===== src/rtl/arith_pkg.sv =====
// Shared arithmetic types and helpers for the serial adder family.
package arith_pkg;

    typedef enum logic [1:0] {IDLE, RUN, DONE} serial_state_t;

    // Width of a counter that must hold 0 .. steps-1 (never narrower than 1 bit).
    function automatic int cnt_width(input int steps);
        return (steps > 1) ? $clog2(steps) : 1;
    endfunction

endpackage


===== src/rtl/full_adder.sv =====
// Single-bit full adder slice; chained by serial_adder to form one digit.
module full_adder (
    output logic Sum,
    output logic Carry,
    input  logic A,
    input  logic B,
    input  logic Cin
);

    assign Sum   = A ^ B ^ Cin;
    assign Carry = (A & B) | (Cin & (A ^ B));

endmodule


===== src/rtl/serial_adder.sv =====
// Digit-serial adder/subtractor: DIGIT bits per clock, LSB first, with
// valid/ready handshakes on operand and result sides.
module serial_adder
    import arith_pkg::*;
#(
    parameter int WIDTH = 8,
    parameter int DIGIT = 1
) (
    input  logic             clk,
    input  logic             rst,
    input  logic             in_valid,
    output logic             in_ready,
    input  logic [WIDTH-1:0] a,
    input  logic [WIDTH-1:0] b,
    input  logic             sub,
    output logic             out_valid,
    input  logic             out_ready,
    output logic [WIDTH-1:0] sum,
    output logic             carry,
    output logic             overflow
);

    localparam int STEPS = WIDTH / DIGIT;
    localparam int CW    = cnt_width(STEPS);

    generate
        if ((WIDTH % DIGIT) != 0 || WIDTH < 2) begin : g_bad_params
            $error("serial_adder: WIDTH must be >= 2 and a multiple of DIGIT");
        end
    endgenerate

    serial_state_t    state, state_nxt;
    logic [WIDTH-1:0] opa, opb, res, res_shift;
    logic             cin;
    logic [CW-1:0]    cnt;
    logic             carry_r, ovf_r;
    logic [DIGIT:0]   c;
    logic [DIGIT-1:0] s;
    logic             accept, last;

    // Carry chain through DIGIT slices; c[0] is the carry held from the previous digit.
    assign c[0] = cin;
    generate
        for (genvar i = 0; i < DIGIT; i++) begin : g_slice
            full_adder u_fa (
                .Sum   (s[i]),
                .Carry (c[i+1]),
                .A     (opa[i]),
                .B     (opb[i]),
                .Cin   (c[i])
            );
        end
    endgenerate

    // New digit enters at the MSB side so the LSB digit ends up at bit 0.
    generate
        if (STEPS == 1) begin : g_one_step
            assign res_shift = s;
        end else begin : g_multi_step
            assign res_shift = {s, res[WIDTH-1:DIGIT]};
        end
    endgenerate

    assign accept = in_valid && (state == IDLE);
    assign last   = (cnt == CW'(STEPS - 1));

    // State register.
    always_ff @(posedge clk or posedge rst) begin
        if (rst) state <= IDLE;
        else     state <= state_nxt;
    end

    // Next-state and handshake outputs.
    always_comb begin
        state_nxt = state;
        in_ready  = 1'b0;
        out_valid = 1'b0;
        case (state)
            IDLE: begin
                in_ready = 1'b1;
                if (in_valid) state_nxt = RUN;
            end
            RUN: begin
                if (last) state_nxt = DONE;
            end
            DONE: begin
                out_valid = 1'b1;
                if (out_ready) state_nxt = IDLE;
            end
            default: state_nxt = IDLE;
        endcase
    end

    // Operand shift registers, digit counter and result capture.
    always_ff @(posedge clk or posedge rst) begin
        if (rst) begin
            opa     <= '0;
            opb     <= '0;
            cin     <= 1'b0;
            cnt     <= '0;
            res     <= '0;
            carry_r <= 1'b0;
            ovf_r   <= 1'b0;
        end else if (accept) begin
            // Subtract as A + ~B + 1: invert B here, inject the +1 as initial carry.
            opa     <= a;
            opb     <= sub ? ~b : b;
            cin     <= sub;
            cnt     <= '0;
            res     <= '0;
            carry_r <= 1'b0;
            ovf_r   <= 1'b0;
        end else if (state == RUN) begin
            res <= res_shift;
            opa <= opa >> DIGIT;
            opb <= opb >> DIGIT;
            cin <= c[DIGIT];
            cnt <= cnt + CW'(1);
            if (last) begin
                carry_r <= c[DIGIT];
                ovf_r   <= c[DIGIT-1] ^ c[DIGIT];
            end
        end
    end

    assign sum      = res;
    assign carry    = carry_r;
    assign overflow = ovf_r;

endmodule

===== config.mk =====
export PLATFORM = sky130hd
export DESIGN_NAME = serial_adder
export DESIGN_NICKNAME = d
export VERILOG_FILES = /design/src/rtl/arith_pkg.sv /design/src/rtl/full_adder.sv /design/src/rtl/serial_adder.sv
export SDC_FILE = /design/constraint.sdc
export NUM_CORES = 1
export LEC_CHECK = 0
export ABC_CLOCK_PERIOD_IN_PS = 3600
export CORE_ASPECT_RATIO = 1.1
export CORE_MARGIN = 4
export CORE_UTILIZATION = 30
export DETAILED_ROUTE_END_ITERATION = 8
export PLACE_DENSITY = 0.56
export SLEW_MARGIN = 20
export SYNTH_ARGS = -nofsm -noshare
export SYNTH_HDL_FRONTEND = slang
export SYNTH_HIERARCHICAL = 1
export SYNTH_SLANG_ARGS = --single-unit

===== constraint.sdc =====
create_clock -name clk -period 3.6 [get_ports clk]
set_input_delay 0.9 -clock clk [delete_from_list [all_inputs] [get_ports clk]]
set_output_delay 0.9 -clock clk [all_outputs]
set_load 0.005 [all_outputs]

======== Word level (Yosys, flattened, before mapping) ========
Cells that the tools add are included.
storage, ports and cells
  register bits after elaboration ......... 32
  input bits .............................. 21
  output and inout bits ................... 12
  word-level logic and storage cells ...... 51
operators by class
  reduce and logical (&&, ||, !) cells .... 6
  add/sub/neg operators ................... 1
  equality and inequality tests ........... 6
  bitwise operators ....................... 7
  muxes and demuxes ....................... 23
operators by type and width
  kind                   number
  $mux W8                7
  $mux W1                10
  $not A8 Y8             1
  $mux W2                3
  $mux W3                2
  $ne A2 B2 Y1 const B   3
  $pmux W2 S3            1
  $reduce_bool A2 Y1     2
  $add A3 B1 Y3 const B  1
  $eq A3 B3 Y1 const B   1
  $reduce_and A3 Y1      1
  $xor A1 B1 Y1          3
  $and A1 B1 Y1          2
  $eq A2 B1 Y1 const B   1
  $eq A2 B2 Y1 const B   1
  $logic_not A2 Y1       1
  $reduce_and A2 Y1      1
  $logic_and A1 B1 Y1    1
  $or A1 B1 Y1           1

======== Logic depth before layout (Yosys ltp) ========
  word-level depth ........................ 7
  gate-level depth with buffers ........... 6
  gate-level depth less buffers ........... 5

======== Cells and area by module ========
Netlist, hierarchy kept.
modules (own cells, without submodules)
  module        seq. area each (um^2)  area each (um^2)  instances  cells an instance
  serial_adder  800.8                  1482.7            1          157
  full_adder    0.0                    20.0              1          1

======== Worst setup path after synthesis ========
OpenSTA, ideal clock, no wires.
  kind .................................... in2reg
  start point ............................. in in_valid
  end point ............................... reg cnt[2]
  path slack .............................. 1.853 ns
  path buffers ............................ 2
  stages .................................. 5
  arrival ................................. 1.630 ns
  required time ........................... 3.483 ns
  library setup time ...................... 0.117 ns
  cell sequence ........................... or3b_1 > buf_6 > buf_6 > nand3_1 > nand2_1
on the way
  longest elaborated chain between the ends .. 2
  elaborated cells on any way between the ends .. 3
  classes of those cells .................. 1 x mux; 2 x reduce/logical
RTL lines
  item                                                  line                 RTL
  start: declaration                                    serial_adder.sv:11   input logic in_valid,
  $logic_and A1 B1 Y1 *                                 serial_adder.sv:64   assign accept = in_valid && (state == IDLE);
  $mux W3 / $reduce_bool A2 Y1 (equally long branches)  -
  end signal: assignment                                serial_adder.sv:118  cnt <= cnt + CW'(1);
  end: declaration                                      serial_adder.sv:35   logic [CW-1:0] cnt;
Mark *: on every way between the ends. The rest lies on a longest branch, timed or not.
A chain may end at the register's enable or synchronous reset.

======== Final worst setup path ========
  start point ............................. reg state[1]
  end point ............................... out out_valid
on the way
  longest elaborated chain between the ends .. 2
RTL lines
  item                      line                RTL
  start: declaration        serial_adder.sv:32  serial_state_t state, state_nxt;
  start signal: assignment  serial_adder.sv:70  else state <= state_nxt;
  $eq A2 B2 Y1              serial_adder.sv:78  case (state)
  $mux W1                   serial_adder.sv:78
  end: declaration          serial_adder.sv:16  output logic out_valid,
No other way between the ends.

==> summary.md <==
| Metric | Value |
|---|---|
| CTS Buf Count | `5` |
| Yosys top cell area share | `0.533` |
| Worst reg-to-reg setup slack | `1.87 ns` |
| VDD IR-drop max | `321 uV` |
| Transition time of the tightest slew-check pin | `approximately 0.89 ns` |
| Routed vias | `between 1000 and 1500` |
| Setup Slack @ Placement | `about 0.97 ns` |
| Total GRT Usage | `0.122` |
| Worst path slowest cell | `clkdlybuf4s50_1` |
| Initial Util | `0.316` |
| Post-DP HPWL | `2190 um` |
| Setup crit start kind | `flip-flop` |
| Worst skew pair latency | `about 0.28 ns` |
| Avg Cell Area, Syn | `roughly 9.5 sq um` |
| Clock Tree Root | `clkbuf_8` |
| Fin nets | `around 210` |
| Vias per inst | `approximately 4.7` |
| CP max FO | `8` |
| Max_slew headroom | `0.404` |
| Critical path type | `flip-flop to output pin` |
| Fmax | `~0.42 GHz` |
| Layout cells sized above 1 | `0.0632` |
| CTS tree | `yes` |
| Total die area | `between 0.006 and 0.007 sq mm` |
| Most common cell after layout, fill and taps aside | `nand2_1` |
| Area Overhead vs Synth | `29.3%` |
| Setup WS post-layout | `~1.2 ns` |
| Nature of the critical path endpoint | `output pin` |
| Static Leak | `about 0.9 nW` |
| Grt ovf | `0` |
| PwrDens | `a little under 800 mW/mm^2` |
| CP arrival | `1.46 ns` |
| First drt pass iteration count | `4` |
| Worst Path Required | `2.70 ns` |
| Post-DRT Antenna Nets | `0` |
| Post-Layout Cell Count | `about 250` |
| Placed insts | `between 200 and 250` |
| Hold depth | `2` |
| Worst setup path startpoint | `state[1]$_DFFE_PP0P_` |
| Worst r2r dst | `opb[6]$_DFFE_PP0P_` |
| Die height | `82.2 um` |
| Count of flip-flops with a built-in enable after synthesis | `0` |
| Clock sink count | `32` |
| Worst hold margin | `between 0.4 and 0.5 ns` |
| Status | `complete, no violations` |
| FF+latch count, synth | `32` |
| Gate count after technology mapping | `~160` |
| I/O Pins | `33` |
| Total core area | `between 0.004 and 0.005 sq mm` |
| Vias in the first global route | `1269` |
| YS warnings | `6` |
| Met2 usage | `0.194` |
| Post-synth top flop | `dfrtp_1` |
| Routing usage on met3 | `0.0436` |
| Syn Nets | `182` |
| First-pass GRT wire length | `between 5000 and 6000 um` |
| Hold Path Class | `flip-flop to flip-flop` |
| Initial antenna violation count | `0` |
| Mapped cell area | `0.00150 sq mm` |
| First-iteration detailed-routing DRC count | `between 90 and 100` |
| Clock Tree Buf Depth | `2` |
| Reg2Reg Depth | `3` |
| Netlist cell types | `26` |
| RSZ-0062 raised after global routing | `false` |
| Final number of setup-violating endpoints | `0` |
| CTS H-Tree Depth | `2` |
| Final Slew Violations | `0` |
| GRT Max-Usage Layer | `met2` |
| DRC Markers | `0` |
| Routability cong. | `around 0.7` |
| Final hold violation count | `0` |
| Post-CTS Hold Buffers | `0` |
| Critical Path Sink | `out_valid` |
| FP Rows | `26` |
| Async SR Flop Fraction | `1.00` |
| Reg-to-reg critical path startpoint | `state[0]$_DFFE_PP0P_` |
| ANT cells | `0` |
| PortBufs | `32` |
| Post-CTS Repair Setup Buffers | `0` |
| Most frequent cells in the layout | `nand2_1, dfrtp_1, clkdlybuf4s50_1, nand3_1` |
| WL final | `3180 um` |
| Critical path's largest stage delay | `between 0.5 and 0.6 ns` |
| Met1 Use GR | `0.151` |
| CTS resizes | `0` |
| TNS Setup | `0 ns` |
| Clock slew at reported path FFs | `around 0.060 ns` |
| DR WL/cell | `between 10 and 15 um` |
| Crit share post-route | `0.655` |
| Top cells by area, synth | `dfrtp_1, nand2_1, nand3_1, a22oi_1, xor2_1` |
| Dominant cell type by area after synthesis | `dfrtp_1` |
| Largest net degree at the start of global routing | `33` |
| Beginning of the worst hold path | `opa[1]$_DFFE_PP0P_` |
| Sequential cell area fraction in the yosys report | `0.533` |
| MaxCap Viol Count | `0` |
| Fillers | `approximately 460` |
| Overall Power | `~1.5 mW` |
| Min Clock Period, post-route | `approximately 2.4 ns` |
| Setup Skew | `0.00407 ns` |
| Cell breakdown of the critical path | `nor2b_1 -> clkdlybuf4s50_1` |
| Die width | `around 75 um` |
critical path, delay by kind of cell, from the launching register on:
kind	cells	cell delay [ns]
buffers and inverters	1	0.53
AND/OR/NAND/NOR	1	0.20
flip-flops	1	0.45
per-layer routing:
layer	vias to the layer above	wire length (um)	share of wire
li1	582	-	-
met1	541	1380	0.43
met2	31	1570	0.49
met3	2	199	0.063
met4	0	27	0.0085
met5	-	0	0
stage by stage:
stage	cell area, sq um	utilization
finish	1940	0.409
global route	1940	0.409
CTS	1940	0.409
detailed placement	1840	0.386
global placement	1840	0.386
floorplan	1500	-
sequential cells by signal, summed over array words and instances, names as in the netlist:
register / flops
opa: 8
opb: 8
sum: 8
cnt: 3
state: 2
carry: 1
cin: 1
overflow: 1
cells in the mapped netlist, types with 2 or more instances:
master / instances
nand2_1: 53
dfrtp_1: 32
nand3_1: 13
a22oi_1: 8
nor2_1: 8
a31oi_1: 6
xor2_1: 6
buf_2: 4
buf_6: 4
xnor2_1: 3
clkbuf_1: 2
ha_1: 2
nand2b_1: 2
nor2b_1: 2
o21ai_0: 2
worst min path at each step:
stage                         end  slack (ns)
2_1_floorplan  opa[1]$_DFFE_PP0P_        0.45
3_3_place_gp   opa[1]$_DFFE_PP0P_        0.46
3_5_place_dp   opa[1]$_DFFE_PP0P_        0.46
4_1_cts        opa[1]$_DFFE_PP0P_        0.48
5_1_grt        opa[1]$_DFFE_PP0P_        0.51
6_report       opa[1]$_DFFE_PP0P_        0.48
area by class of cell:
class	count	area [sq um]	share of cell area
clock inverter	2	35.0	0.0180
clock buffer	6	72.6	0.0373
multi-input combinational	115	626	0.322
inverter	1	3.75	0.00193
timing repair buffer	34	335	0.173
sequential	32	801	0.412
tap	56	70.1	0.0361
power by group:
group          switching [mW]  internal (mW)  total (mW)
Combinational           0.304          0.267       0.571
Clock                   0.127          0.205       0.332
Sequential              0.109          0.516       0.625
logic make-up after synthesis:
| logic type | synth area share |
|---|---|
| compound gates | 0.0958 |
| xor+xnor | 0.0525 |
| fa+ha+maj | 0.0300 |
| buf+inv | 0.0508 |
| flops | 0.533 |
| simple gates | 0.238 |
Note: power is estimated with default switching activity, not from simulation.
